--- src/rtl/monobit_pkg.sv ---
`default_nettype none
// ============================================================================
// Module      : monobit_pkg
// Description : Shared definitions for the monobit frequency engine:
//               FSM state encoding, width helper functions and default
//               parameter values.
// Revision    : 1.0 - initial release
// ============================================================================
package monobit_pkg;

    localparam int c_default_seq_len   = 128;
    localparam int c_default_thresh    = 23;
    localparam int c_default_block_len = 8;
    localparam int c_default_blk_tol   = 2;

    typedef enum logic [1:0] {
        ST_IDLE = 2'd0,
        ST_RUN  = 2'd1,
        ST_DONE = 2'd2
    } state_t;

    // Width of the ones counter: must hold the value SEQ_LEN itself.
    function automatic int calc_cw(input int seq_len);
        return $clog2(seq_len + 1);
    endfunction

    // Width of the failing-block counter: must hold the number of blocks.
    function automatic int calc_bw(input int seq_len, input int block_len);
        return $clog2(seq_len / block_len + 1);
    endfunction

endpackage
`default_nettype wire

--- src/rtl/monobit_blk_cnt.sv ---
`default_nettype none
// ============================================================================
// Module      : monobit_blk_cnt
// Description : Block-frequency side counter. Counts ones within each block
//               of BLOCK_LEN accepted bits and counts the blocks whose ones
//               deviate from BLOCK_LEN/2 by more than BLK_TOL.
// Ports       : clk, rst      - clock, synchronous active-high reset
//               clear         - restart counting (new test)
//               accept        - bit_in is consumed this cycle
//               bit_in        - sample bit
//               fail_next     - failing-block count including the block that
//                               completes this cycle (for publishing with done)
// Revision    : 1.0 - initial release
// ============================================================================
module monobit_blk_cnt #(
    parameter int BLOCK_LEN = 8,
    parameter int BLK_TOL   = 2,
    parameter int BW        = 5
) (
    input  logic          clk,
    input  logic          rst,
    input  logic          clear,
    input  logic          accept,
    input  logic          bit_in,
    output logic [BW-1:0] fail_next
);

    // One spare bit so that ones + tolerance never wraps.
    localparam int LW          = $clog2(BLOCK_LEN + 1) + 1;
    localparam int PW          = (BLOCK_LEN > 1) ? $clog2(BLOCK_LEN) : 1;
    localparam int c_tol_clamp = (BLK_TOL > BLOCK_LEN) ? BLOCK_LEN : BLK_TOL;

    localparam logic [LW-1:0] c_half     = LW'(BLOCK_LEN / 2);
    localparam logic [LW-1:0] c_tol      = LW'(c_tol_clamp);
    localparam logic [LW-1:0] c_hi       = LW'(BLOCK_LEN / 2 + c_tol_clamp);
    localparam logic [PW-1:0] c_pos_last = PW'(BLOCK_LEN - 1);

    logic [LW-1:0] r_blk_ones;
    logic [PW-1:0] r_pos;
    logic [BW-1:0] r_fail;
    logic [LW-1:0] w_blk_ones_new;
    logic          w_blk_end;
    logic          w_blk_bad;

    assign w_blk_ones_new = r_blk_ones + LW'(bit_in);
    assign w_blk_end      = accept && (r_pos == c_pos_last);
    // |ones - half| > tol, written without signed arithmetic.
    assign w_blk_bad      = (w_blk_ones_new > c_hi) || ((w_blk_ones_new + c_tol) < c_half);
    assign fail_next      = r_fail + BW'(w_blk_end && w_blk_bad);

    always_ff @(posedge clk) begin
        if (rst || clear) begin
            r_blk_ones <= '0;
            r_pos      <= '0;
            r_fail     <= '0;
        end else if (accept) begin
            if (w_blk_end) begin
                r_blk_ones <= '0;
                r_pos      <= '0;
                r_fail     <= fail_next;
            end else begin
                r_blk_ones <= w_blk_ones_new;
                r_pos      <= r_pos + 1'b1;
            end
        end
    end

endmodule
`default_nettype wire

--- src/rtl/monobit_freq_engine.sv ---
`default_nettype none
// ============================================================================
// Module      : monobit_freq_engine
// Description : Monobit frequency test engine. Streams SEQ_LEN bits, counts
//               ones, and publishes S = 2*ones - SEQ_LEN with a pass verdict
//               |S| <= THRESH. Optional block-frequency failure count.
// Config      : `define BLOCK_FREQ_EN to include the block-frequency counter;
//               otherwise blk_fail is constant 0.
// Ports       : clk, rst   - clock, synchronous active-high reset
//               start      - begin (or restart) a test, one-cycle pulse
//               bit_in     - sample bit, bit_valid qualifies it
//               bit_ready  - engine is accepting bits (RUN)
//               done       - one-cycle pulse, results valid
//               pass, sum, ones, blk_fail - results, held until next start
// Revision    : 1.0 - initial release
// ============================================================================
module monobit_freq_engine
    import monobit_pkg::*;
#(
    parameter  int SEQ_LEN   = c_default_seq_len,
    parameter  int THRESH    = c_default_thresh,
    parameter  int BLOCK_LEN = c_default_block_len,
    parameter  int BLK_TOL   = c_default_blk_tol,
    localparam int CW        = calc_cw(SEQ_LEN),
    localparam int BW        = calc_bw(SEQ_LEN, BLOCK_LEN)
) (
    input  logic                 clk,
    input  logic                 rst,
    input  logic                 start,
    input  logic                 bit_in,
    input  logic                 bit_valid,
    output logic                 bit_ready,
    output logic                 done,
    output logic                 pass,
    output logic signed [CW:0]   sum,
    output logic        [CW-1:0] ones,
    output logic        [BW-1:0] blk_fail
);

    localparam int              c_thresh_clamp = (THRESH > SEQ_LEN) ? SEQ_LEN : THRESH;
    localparam logic [CW+1:0]   c_seq_len_w    = (CW + 2)'(SEQ_LEN);
    localparam logic [CW+1:0]   c_thresh_w     = (CW + 2)'(c_thresh_clamp);
    localparam logic [CW-1:0]   c_last_idx     = CW'(SEQ_LEN - 1);

    state_t             r_state;
    logic               r_bit_ready;
    logic               r_done;
    logic               r_pass;
    logic [CW-1:0]      r_bits_seen;
    logic [CW-1:0]      r_ones_cnt;
    logic [CW-1:0]      r_ones;
    logic signed [CW:0] r_sum;
    logic [BW-1:0]      r_blk_fail;

    logic                 w_accept;
    logic                 w_last;
    logic [CW-1:0]        w_ones_final;
    logic signed [CW+1:0] w_sum_wide;
    logic [CW+1:0]        w_abs_sum;
    logic [BW-1:0]        w_blk_fail_next;

    // A start pulse always wins over a coincident bit.
    assign w_accept     = bit_valid && r_bit_ready && !start;
    assign w_last       = w_accept && (r_bits_seen == c_last_idx);
    assign w_ones_final = r_ones_cnt + CW'(bit_in);
    // 2*ones - SEQ_LEN with one guard bit so 2*SEQ_LEN never wraps.
    assign w_sum_wide   = $signed({1'b0, w_ones_final, 1'b0}) - $signed(c_seq_len_w);
    assign w_abs_sum    = w_sum_wide[CW+1] ? $unsigned(-w_sum_wide) : $unsigned(w_sum_wide);

`ifdef BLOCK_FREQ_EN
    monobit_blk_cnt #(
        .BLOCK_LEN (BLOCK_LEN),
        .BLK_TOL   (BLK_TOL),
        .BW        (BW)
    ) u_blk_cnt (
        .clk       (clk),
        .rst       (rst),
        .clear     (start),
        .accept    (w_accept),
        .bit_in    (bit_in),
        .fail_next (w_blk_fail_next)
    );
`else
    assign w_blk_fail_next = '0;
`endif

    always_ff @(posedge clk) begin
        if (rst) begin
            r_state     <= ST_IDLE;
            r_bit_ready <= 1'b0;
            r_done      <= 1'b0;
            r_pass      <= 1'b0;
            r_bits_seen <= '0;
            r_ones_cnt  <= '0;
            r_ones      <= '0;
            r_sum       <= '0;
            r_blk_fail  <= '0;
        end else begin
            r_done <= 1'b0;
            if (start) begin
                // Same action from every state: (re)enter RUN with cleared
                // counters; an aborted run simply never reaches DONE.
                r_state     <= ST_RUN;
                r_bit_ready <= 1'b1;
                r_bits_seen <= '0;
                r_ones_cnt  <= '0;
                r_ones      <= '0;
                r_sum       <= '0;
                r_pass      <= 1'b0;
                r_blk_fail  <= '0;
            end else begin
                case (r_state)
                    ST_IDLE: ;
                    ST_RUN: begin
                        if (w_accept) begin
                            r_bits_seen <= r_bits_seen + 1'b1;
                            r_ones_cnt  <= w_ones_final;
                            if (w_last) begin
                                r_state     <= ST_DONE;
                                r_bit_ready <= 1'b0;
                                r_done      <= 1'b1;
                                r_ones      <= w_ones_final;
                                r_sum       <= $signed(w_sum_wide[CW:0]);
                                r_pass      <= (w_abs_sum <= c_thresh_w);
                                r_blk_fail  <= w_blk_fail_next;
                            end
                        end
                    end
                    ST_DONE: r_state <= ST_IDLE;
                    default: begin
                        r_state     <= ST_IDLE;
                        r_bit_ready <= 1'b0;
                    end
                endcase
            end
        end
    end

    assign bit_ready = r_bit_ready;
    assign done      = r_done;
    assign pass      = r_pass;
    assign sum       = r_sum;
    assign ones      = r_ones;
    assign blk_fail  = r_blk_fail;

endmodule
`default_nettype wire

--- config.mk ---
export PLATFORM = sky130hd
export DESIGN_NAME = monobit_freq_engine
export DESIGN_NICKNAME = d
export VERILOG_FILES = /design/src/rtl/monobit_pkg.sv /design/src/rtl/monobit_blk_cnt.sv /design/src/rtl/monobit_freq_engine.sv
export SDC_FILE = /design/constraint.sdc
export NUM_CORES = 1
export LEC_CHECK = 0
export ABC_AREA = 1
export BUFFER_PORTS_ARGS = -buffer_cell sky130_fd_sc_hd__buf_4
export CAP_MARGIN = 30
export CORE_ASPECT_RATIO = 2
export CORE_MARGIN = 4
export CORE_UTILIZATION = 47
export DETAILED_ROUTE_END_ITERATION = 6
export PLACE_DENSITY = 0.69
export SETUP_SLACK_MARGIN = 0.4
export SLEW_MARGIN = 0
export SYNTH_ARGS = -nofsm -noshare
export SYNTH_HDL_FRONTEND = slang
export SYNTH_HIERARCHICAL = 1
export SYNTH_SLANG_ARGS = --single-unit
--- constraint.sdc ---
create_clock -name clk -period 4.5 [get_ports clk]
set_input_delay 0.9 -clock clk [delete_from_list [all_inputs] [get_ports clk]]
set_output_delay 0.9 -clock clk [all_outputs]
set_load 0.02 [all_outputs]
After elaboration in Yosys (flattened, before gate mapping). Index checks and enable logic that the tools add are counted.

Register bits: 38. Output and inout bits: 25. Logic and storage cells: 49. Input bits: 5.

Magnitude comparators: 1. Bitwise operators: 3. Mux-type cells: 10. Reduce and logical (&&, ||, !) cells: 13. Add/sub/neg operators: 4. Eq/ne operators: 9.

Operators with widths (number): AND reduction 3 bit (4); <= comparator 10 x 5 -> 1 bit (second input constant) (1); two-way mux 10 bit (1); negator 10 bit (1); subtractor 9 x 8 -> 10 bit (second input constant) (1); adder 8 x 1 -> 8 bit (1); adder 8 x 1 -> 8 bit (second input constant) (1); == test 8 x 7 -> 1 bit (second input constant) (1); inequality test 2 bit (second input constant) (3); inequality test 3 bit (second input constant) (2); two-way mux 1 bit (5); two-way mux 2 bit (2); one-hot mux 2 bit (2 select lines) (1); OR reduction 2 bit (2); OR reduction 4 bit (1); logical AND 1 bit (3); inverter 1 bit (3); == test 2 x 1 -> 1 bit (second input constant) (1); == test 2 bit (second input constant) (1); logical NOT 2 bit (1); inequality test 2 x 1 -> 1 bit (second input constant) (1); one-hot mux 1 bit (2 select lines) (1); AND reduction 2 bit (1); logical NOT 1 bit (1).

Depth between registers and ports, before layout. Gate-level depths: netlist (run 1).

Depth in word-level cells: 7. Depth in mapped cells: 17. Depth with buffers taken out: 17.

Worst setup path after synthesis (run 1). No wires, ideal clock.

Kind: input to register. From: in bit_in. To: reg r_pass, in the netlist pass. Cell stages on the path: 16. Library setup time: 0.066 ns. Data required time: 4.434 ns. Arrival: 2.506 ns. Buffers on the path: 0. Setup slack: 1.928 ns. Cell sequence: ha_1 -> nand2_1 -> nor2_1 -> nand3_1 -> xor2_1 -> inv_1 -> ha_1 -> inv_1 -> nand3_1 -> nand2_1 -> nand2_1 -> nor2_1 -> nand2_1 -> nand2_1 -> nand2_1 -> a21oi_2.

Word-level cells in the longest chain between the ends: 5.

RTL lines: start, declared (RTL line monobit_freq_engine.sv:30) `input logic bit_in,`; adder 8 x 1 -> 8 bit * (RTL line monobit_freq_engine.sv:65) `assign w_ones_final = r_ones_cnt + CW'(bit_in);`; net w_ones_final[7] (RTL line monobit_freq_engine.sv:57) `logic [CW-1:0] w_ones_final;`; subtractor 9 x 8 -> 10 bit * (RTL line monobit_freq_engine.sv:67) `assign w_sum_wide = $signed({1'b0, w_ones_final, 1'b0}) - $signed(c_seq_len_w);`; negator 10 bit (RTL line monobit_freq_engine.sv:68) `assign w_abs_sum = w_sum_wide[CW+1] ? $unsigned(-w_sum_wide) : $unsigned(w_sum_wide);`; two-way mux 10 bit * (RTL line monobit_freq_engine.sv:68); <= comparator 10 x 5 -> 1 bit * (RTL line monobit_freq_engine.sv:124) `r_pass <= (w_abs_sum <= c_thresh_w);`; end signal, assigned (RTL line monobit_freq_engine.sv:124); end, declared (RTL line monobit_freq_engine.sv:48) `logic r_pass;`.

The timed path passes the listed nets; every way through them passes the cells marked *. A chain may end at the register's enable or synchronous reset.

Final worst setup path (run 1). Same ends and word-level chain as after synthesis.

==> results of run 1 <==
## flip-flops by register name, indices dropped and copies added, names as in the netlist
| name | cells |
|---|---|
| r_ones_cnt | 8 |
| ones | 8 |
| bit_ready | 1 |
| sum | 2 |
| r_state | 2 |
| pass | 1 |
| done | 1 |
| r_bits_seen | 8 |
## through the flow
stage | utilization [%] | hold WS [ns] | power (W) | worst slack, ns
2_1_floorplan | - | 0.459 | 0.000306 | 1.93
6_report | 55.8 | 0.483 | 0.000591 | 1.84
5_1_grt | 55.8 | 0.508 | 0.000611 | 1.53
3_3_place_gp | 52.3 | 0.478 | 0.000310 | 1.53
4_1_cts | 55.8 | 0.491 | 0.000596 | 1.82
3_5_place_dp | 52.3 | 0.481 | 0.000310 | 1.52
## synth_stat cells, types with 2 or more instances
cell type / n
xor2_1: 2
nor2_1: 35
nor2_4: 2
nand2_1: 41
inv_1: 26
buf_4: 12
nor2_2: 4
o21ai_0: 10
a21oi_1: 16
ha_1: 6
nor3_1: 2
inv_2: 2
o21ai_1: 10
buf_2: 2
nand2_2: 3
nand3_1: 10
dfxtp_1: 31
nand4_1: 2
## area by class of cell
cell class,count,area [µm²]
clock inverters,2,35.0
repair buffers,24,180
flip-flops and latches,31,621
clock buffers,6,82.6
fillers,347,1490
inverters,30,118
multi-input cells,157,808
well taps,32,40.0
## how the worst max path moves through the flow
stage,startpoint,endpoint
6_report,bit_in,pass
3_3_place_gp,bit_in,pass
4_1_cts,bit_in,pass
2_1_floorplan,bit_in,pass
5_1_grt,bit_in,pass
3_5_place_dp,bit_in,pass
## layout by cell type, fill, tap and decap left out, types with 2 or more instances in the layout
cell type  Yosys  final
nand3_1       10     10
nand2_1       41     41
dfxtp_1       31     31
conb_1         1      6
nand2_2        3      3
o21ai_1       10     10
nor2_1        35     35
a21oi_1       16     16
nand4_1        2      2
nor3_1         2      2
inv_1         26     26
clkbuf_8       0      6
nor2_4         2      2
nor2_2         4      4
xor2_1         2      2
buf_4         12     24
inv_2          2      2
o21ai_0       10     10
ha_1           6      6
## logic make-up after synthesis
logic type                 count (synthesis)  synth area share, %
xor gates and xnor gates                   2                 1.07
and+or+nand+nor                          103                 29.0
adders and majority gates                  6                 4.57
buffers and inverters                     46                 14.2
DFF                                       31                 37.8
other                                      1                0.228
AOI/OAI and AO/OA                         40                 13.2
## critical path: stages
cell and delay [ns]:
buf_4 0.08, ha_1 0.21, nand2_1 0.09, nor2_1 0.22, nand3_1 0.12, xor2_1 0.24, inv_1 0.13, ha_1 0.26
inv_1 0.07, nand3_1 0.09, nand2_1 0.09, nand2_1 0.05, nor2_1 0.08, nand2_1 0.05, nand2_1 0.06, nand2_1 0.05
a21oi_2 0.10
## where the power goes
part / internal [W] / switching, W / leakage [nW]
logic: 0.00000811 / 0.0000185 / 0.558
clock network: 0.000179 / 0.000108 / 0.0612
registers: 0.000276 / 0.00000128 / 0.250
## per-layer routing
layer,global-route usage [%],vias to the layer above,wire length [µm]
li1,-,750,-
met1,15.5,639,1240
met2,33.1,22,1950
met3,3.41,12,109
met4,9.70,0,90
met5,0,-,0
==> flow_metrics.tcl, run 1 <==
set metrics [dict create \
    grt_pass1_wl_um 6020 \
    hold_violations 0 \
    synth_top_area_cell "dfxtp_1" \
    yosys_warnings 6 \
    hold_path_class "register to register" \
    fin_crit_sh_pct 59.1 \
    ant_nets 0 \
    num-nets-final 260 \
    htree_levels 2 \
    portBuffers 23 \
    ys_top_cells_by_area "dfxtp_1, nand2_1, nor2_1, inv_1, buf_4" \
    route.vias.total 1423 \
    hold_depth 2 \
    synth_edf_count 0 \
    leakagePower_nw 0.869 \
    drtIter0Drc 22 \
    wl_per_cell_um 12.0 \
    clk_latency_ns 0.29 \
    grt_max_degree 21 \
    cts_tree "built" \
    die_w_um 49.8 \
    worstHoldStart "bit_ready" \
    synth_cell_types 31 \
    final_cell_count_no_fill 282 \
    area_delta_synth_final_pct 14.7 \
    ctsResizeCount 0 \
    r2r_slack_ns 2.20 \
    vdd_drop_max_mv 0.319 \
    wirelength_um 3390 \
    hpwlAfterDp_um 2610 \
    drv_cap 0 \
    outcome "finished clean" \
    drcViolationCount 0 \
    cellPowerDensity_nw_per_um2 313 \
    rsz0062_at_grt "false" \
    cts_setup_buffers 0 \
    reg2reg_to "pass" \
    path_max_fanout 4 \
    slew_viol_final 0 \
    min_period_ns 2.66 \
    grt_antenna_before_repair 0 \
    synth_top_area_share_pct 37.8 \
    drt_first_pass_iters 5 \
    drive_above_1_share_pct 20.4 \
    clk_pin_slew_ns 0.07 \
    finish.instance_area_um2 1880 \
    ctsHoldBuffers 0 \
    ys_seq_area_share_pct 37.8 \
    start_kind "primary input" \
    setup_tns_ns 0 \
    synth_cells 229 \
    synth_area_per_cell_um2 7.17 \
    setup_viol 0 \
    fp.coreArea_um2 3380 \
    routed_via_density 5.05 \
    grt_util_all_layers_pct 17.1 \
    critPathKind "primary input to register" \
    max-clock-path-buffers 2 \
    ff2ff_path_depth 16 \
    ys.flop_type "dfxtp_1" \
    first_global_vias 1399 \
    start_util_pct 48.6 \
    placementRows 30 \
    fin_skew_ns 0.00213 \
    dp.cells 274 \
    hold_end "bit_ready" \
    fmax_mhz 376 \
    cts_made_buffers 5 \
    synth-async-reset-ratio_pct 0 \
    boundaryPins 30 \
    dpl-instance-area_um2 1770 \
    cts_sinks 31 \
    cts-root-buf "clkbuf_8" \
    netlist_area_um2 1640 \
    n_antenna_cell 0 \
    r2r_start "r_ones_cnt[0]" \
    synth-seq-cells 31 \
    required_ns 4.73 \
    arrival_ns 2.89 \
    gp_congestion 0.834 \
    endpoint_kind "register" \
    grt_overflow 0 \
    die_h_um 91.6 \
    die_area_um2 4560 \
]
Power figures use the tool's default switching activity.
==> inputs of run 2 (changes only) <==
--- a/config.mk
+++ b/config.mk
@@ -12,7 +12,7 @@
 export CORE_MARGIN = 4
 export CORE_UTILIZATION = 47
 export DETAILED_ROUTE_END_ITERATION = 6
-export PLACE_DENSITY = 0.69
+export PLACE_DENSITY = 0.72
 export SETUP_SLACK_MARGIN = 0.4
 export SLEW_MARGIN = 0
 export SYNTH_ARGS = -nofsm -noshare
==> constraint.sdc (replaced) <==
create_clock -name clk -period 2.4 [get_ports clk]
set_input_delay 0.48 -clock clk [delete_from_list [all_inputs] [get_ports clk]]
set_output_delay 0.48 -clock clk [all_outputs]
set_load 0.02 [all_outputs]
==> flow_metrics.tcl, run 2 (synthesis results as in run 1) <==
set metrics [dict create \
    placementRows 30 \
    final_cell_count_no_fill 285 \
    path_cells "ha_4, ha_4, nand3_4, o21ai_2, nand2_4, ha_4, inv_1, nand3_1, nand2_1, nand2_1, nand2_1, nand3_1, nand2_1, nand2_1, a21oi_2" \
    cts_tree "built" \
    top_layer "met4" \
    cts-root-buf "clkbuf_8" \
    route.vias.total 1470 \
    clk_latency_ns 0.28 \
    area_delta_synth_final_pct 21.9 \
    ant_nets 0 \
    endpoint_kind "register" \
    grt_util_all_layers_pct 17.1 \
    path_max_fanout 4 \
    hold_depth 2 \
    portBuffers 23 \
    fin_skew_ns 0.00408 \
    num-nets-final 263 \
    required_ns 2.62 \
    n_antenna_cell 0 \
    die_w_um 49.8 \
    hpwlAfterDp_um 2690 \
    critPathLaunch "r_ones_cnt[0]" \
    fmax_mhz 522 \
    wirelength_um 3600 \
    outcome "finished clean" \
    fin_crit_sh_pct 79.8 \
    boundaryPins 30 \
    start_kind "register" \
    drt_first_pass_iters 4 \
    wl_per_cell_um 12.6 \
    start_util_pct 48.6 \
    hold_violations 0 \
    met1_length_um 1240 \
    hold_path_class "primary input to register" \
    ff2ff_path_depth 15 \
    critPathMaxStageDelay_ns 0.35 \
    leakagePower_nw 0.886 \
    r2r_slack_ns 0.48 \
    grt_pass1_wl_um 6040 \
    endpoint "pass" \
    fp.coreArea_um2 3380 \
    critPathKind "register to register" \
    clk_pin_slew_ns 0.07 \
    critical-path-top-cell-by-count "nand2_1" \
    cts_sinks 31 \
    layout_common_cells "nand2_1, nor2_1, dfxtp_1" \
    dp.cells 275 \
    layout_commonest_cell "nand2_1" \
    power_w 0.00110 \
    drcViolationCount 0 \
    die_h_um 91.6 \
    cellPowerDensity_nw_per_um2 550 \
    gp_congestion 0.848 \
    setup_tns_ns 0 \
    cts_made_buffers 5 \
    grt_max_degree 21 \
    wl_met2_um 2150 \
    first_global_vias 1413 \
    grt_antenna_before_repair 0 \
    drtIter0Drc 41 \
    grt_overflow 0 \
    crit_slowest_cell "dfxtp_2" \
    setup_viol 0 \
    drv_cap 0 \
    die_area_um2 4560 \
    arrival_ns 2.13 \
    reg2reg_to "pass" \
    min_period_ns 1.92 \
    max-clock-path-buffers 2 \
    slew_viol_final 0 \
    fin_util_pct 59.3 \
    htree_levels 2 \
    drive_above_1_share_pct 27.7 \
    r2r_start "r_ones_cnt[0]" \
    routed_via_density 5.16 \
    dr_wl_met3_um 119 \
    rsz0062_at_grt "true" \
    vdd_drop_max_mv 0.370 \
]
==> run 2: cell types whose count changed in the layout (fill, tap and decap cells not counted), moves of 2 or more <==
cell	previous run	this run
ha_1	6	2
buf_4	24	27
dfxtp_1	31	28
dfxtp_2	0	3
ha_4	0	3
inv_1	26	24
nand2_1	41	39
nand3_1	10	8
nor2_1	35	33
nor2_4	2	4
==> run 2: per-layer routing <==
| metal | vias up | GRT usage (%) |
|---|---|---|
| met3 | 8 | 3.25 |
| met1 | 681 | 14.9 |
| li1 | 752 | - |
| met5 | - | 0 |
| met2 | 29 | 34.7 |
| met4 | 0 | 8.08 |
==> run 2: repair_timing <==
| item | 4_1_cts | 5_1_grt |
|---|---|---|
| gates resized for setup | 4 | 12 |
| pin swaps | 2 | 3 |
| endpoints found under the setup margin | 1 | 1 |
| setup buffers | 1 | 1 |
| hold buffers | 0 | 0 |
==> run 2: cell type report <==
cell class	instances	area [µm²]
Sequential cell	31	624
Clock buffer	6	82.6
Clock inverter	2	35.0
Fill cell	335	1380
Multi-Input combinational cell	157	898
Tap cell	32	40.0
Inverter	30	120
Timing Repair Buffer	27	203
==> run 2: worst max-delay path, delay by kind of cell, from the launching register on <==
kind	cells	cell delay (ns)
and+or+nand+nor	9	0.69
adders and majority gates	3	0.51
DFF	1	0.35
AOI/OAI and AO/OA	2	0.27
buffers and inverters	1	0.05
==> run 2: worst min-delay path by stage <==
stage	from	endpoint
after global placement	r_bits_seen[2]	r_bits_seen[2]
after CTS	rst	r_state[0]
final	rst	r_state[0]
after global routing	rst	r_state[0]
after detailed placement	r_bits_seen[3]	r_bits_seen[3]
after floorplan	r_bits_seen[2]	r_bits_seen[2]
==> run 2: power by group <==
part,internal [W],switching (W),total (W)
sequential,0.000518,0.00000245,0.000520
combinational,0.0000165,0.0000360,0.0000525
clock,0.000336,0.000193,0.000529
==> run 2: stage by stage <==
stage	hold WS (ns)	area [µm²]	setup slack (ns)
after floorplan	0.459	1700	0.406
after global placement	0.477	1810	0.0868
after detailed placement	0.478	1810	0.0418
after CTS	0.370	1950	0.402
after global routing	0.366	2000	0.319
final	0.373	2000	0.484
==> inputs of run 3 (changes only) <==
--- a/config.mk
+++ b/config.mk
@@ -5,7 +5,7 @@
 export SDC_FILE = /design/constraint.sdc
 export NUM_CORES = 1
 export LEC_CHECK = 0
-export ABC_AREA = 1
+export ABC_AREA = 0
 export BUFFER_PORTS_ARGS = -buffer_cell sky130_fd_sc_hd__buf_4
 export CAP_MARGIN = 30
 export CORE_ASPECT_RATIO = 2
==> constraint.sdc (replaced) <==
create_clock -name clk -period 1.6 [get_ports clk]
set_input_delay 0.32 -clock clk [delete_from_list [all_inputs] [get_ports clk]]
set_output_delay 0.32 -clock clk [all_outputs]
set_load 0.02 [all_outputs]
==> flow_metrics.tcl, run 3 <==
set metrics [dict create \
    routed_via_density 6.06 \
    fmax_mhz 398 \
    hpwlAfterDp_um 2910 \
    outcome "complete, but fails checks" \
    cellPowerDensity_nw_per_um2 568 \
    drcViolationCount 0 \
    die_w_um 48.9 \
    clk_pin_slew_ns 0.07 \
    start_util_pct 49.1 \
    dr_wl_met3_um 443 \
    reg2reg_to "pass" \
    n_antenna_cell 0 \
    synthTopCellsByCount "dfxtp_1, nor2_1, nand2_1, buf_4, xnor2_1" \
    p_clk_share_pct 47.4 \
    final_cell_count_no_fill 314 \
    layout_common_cells "buf_4, buf_6, dfxtp_1" \
    hold_depth 2 \
    die_h_um 89.7 \
    power_frac_comb_pct 7.1 \
    synth_cell_types 35 \
    ant_nets 0 \
    setup_tns_ns -1.89 \
    hold_end "bit_ready" \
    ff2ff_path_depth 11 \
    synth-seq-cells 31 \
    placementRows 29 \
    grt_util_all_layers_pct 26.3 \
    first_global_vias 1880 \
    synth_cells 188 \
    num-nets-final 293 \
    wirelength_um 7310 \
    min_period_ns 2.51 \
    cts_made_buffers 5 \
    worstHoldStart "rst" \
    power.internal_w 0.00133 \
    fill_cells 95 \
    arrival_ns 2.71 \
    synth_top_area_cell "dfxtp_1" \
    netlist_area_um2 1570 \
    met1_length_um 2470 \
    wl_per_cell_um 23.3 \
    die_area_um2 4380 \
    grt_overflow 0 \
    pwr-share-seq_pct 45.5 \
    finish.instance_area_um2 3020 \
    endpoint_kind "register" \
    vdd_drop_max_mv 0.771 \
    grt_max_degree 13 \
    dpl-instance-area_um2 2080 \
    drive_above_1_share_pct 67.8 \
    r2r_slack_ns -0.91 \
    fp.coreArea_um2 3190 \
    wl_met2_um 3860 \
    clk_latency_ns 0.29 \
    fin_crit_sh_pct 157 \
    violations "negative setup slack" \
    synth-async-reset-ratio_pct 0 \
    rsz0062_at_grt "true" \
    critical-path-top-cell-by-count "ha_4" \
    required_ns 1.79 \
    grt_pass1_wl_um 9120 \
    crit_slowest_cell "or3_4" \
    hold_violations 0 \
    ys_top_cells_by_area "dfxtp_1, xnor2_1, nor2_1, buf_4, nand2_1" \
    portBuffers 23 \
    max-clock-path-buffers 2 \
    cts_sinks 31 \
    drv_cap 0 \
    setup_slack_ns -0.914 \
    synth_area_per_cell_um2 8.35 \
    boundaryPins 30 \
    critPathKind "register to register" \
    start_kind "register" \
    leakagePower_nw 1.30 \
    area_delta_synth_final_pct 92.3 \
    synth_edf_count 0 \
    yosys_warnings 6 \
    drt_first_pass_iters 4 \
    power.net_switching_w 0.000384 \
    drtIter0Drc 80 \
    critPathMaxStageDelay_ns 0.35 \
    ys.flop_type "dfxtp_1" \
    cts-root-buf "clkbuf_8" \
    fin_skew_ns 0.00900 \
    path_cells "ha_4, ha_4, nand3_4, or3_4, and2_4, ha_4, o21ai_2, a21oi_2, a221oi_2, o2bb2a_4, o41ai_2" \
    synth_most_common_cell "dfxtp_1" \
    top_layer "met4" \
    p_sw_share_pct 22.4 \
    route.vias.total 1902 \
    cts_tree "built" \
    slew_viol_final 0 \
    setup_viol 6 \
    hold_slack_ns 0.207 \
    gp_congestion 0.954 \
    ys_seq_area_share_pct 39.6 \
    grt_antenna_before_repair 0 \
    hold_path_class "primary input to register" \
    r2r_start "r_ones_cnt[0]" \
    layout_commonest_cell "buf_4" \
    synth_top_area_share_pct 39.6 \
    path_max_fanout 3 \
    dp.cells 262 \
    htree_levels 2 \
]
## run 3: cell types whose count changed after synthesis, sizes merged, moves of 3 or more
cell | before | now
a211oi | 1 | 4
a21oi | 17 | 12
inv | 28 | 6
nand2 | 44 | 23
nand3 | 11 | 7
nor2 | 41 | 29
nor3 | 2 | 6
o21ai | 21 | 4
xnor2 | 0 | 13
## run 3: layer usage
layer	vias to the layer above	track usage (%)
li1	813	-
met1	934	25.9
met2	114	47.4
met3	41	5.79
met4	0	16.4
met5	-	0
## run 3: cell families after synthesis
family	share of synthesized area, %
other	0.239
adder cells (fa/ha/maj)	4.78
buffers and inverters	9.01
AND/OR/NAND/NOR	24.2
flip-flops	39.6
AO/OA/AOI/OAI	12.7
XOR/XNOR	9.49
## run 3: final cells by class
type	instances	area, µm²	area share (%)
sequential	31	634	21.0
clock inverter	2	35.0	1.16
timing repair buffer	98	873	29.0
tap	31	38.8	1.29
clock buffer	6	82.6	2.74
multi-input combinational	140	1330	44.0
inverter	6	25.0	0.830
## run 3: worst max-delay path: cells and delay by family (launching register included)
family | cells | cell delay [ns]
AO/OA/AOI/OAI | 5 | 0.98
AND/OR/NAND/NOR | 3 | 0.63
adder cells (fa/ha/maj) | 3 | 0.47
flip-flops | 1 | 0.34
## run 3: how the worst max path moves through the flow
| stage | start | to | slack [ns] |
|---|---|---|---|
| finish | r_ones_cnt[0] | pass | -0.91 |
| floorplan | r_ones_cnt[0] | pass | -0.70 |
| global route | r_ones_cnt[0] | pass | -1.04 |
| global placement | bit_in | pass | -0.72 |
| CTS | r_ones_cnt[0] | pass | -0.77 |
| detailed placement | bit_in | pass | -0.84 |
## run 3: through the flow
stage                     power [W]  worst slack (ns)  util, %
after floorplan            0.000853            -0.704        -
after global placement     0.000866            -0.720     65.2
after detailed placement   0.000869            -0.836     65.2
after CTS                   0.00168            -0.767     82.6
after global routing        0.00175             -1.04     94.5
final                       0.00171            -0.914     94.5
## run 3: power by group through the flow
stage,clock [W],sequential [W],combinational [W]
floorplan,0,0.000796,0.0000562
global placement,0,0.000794,0.0000716
detailed placement,0,0.000795,0.0000737
CTS,0.000815,0.000778,0.0000904
global route,0.000841,0.000779,0.000126
finish,0.000812,0.000779,0.000122
## run 3: timing repair
item / in CTS / in global routing
buffers inserted: 22 / 20
endpoints found under the setup margin: 29 / 31
endpoints found under the hold margin: 0 / 0
gates cloned: 2 / 0
gates resized for setup: 62 / 45
pin swaps: 38 / 30
hold buffers: 0 / 0
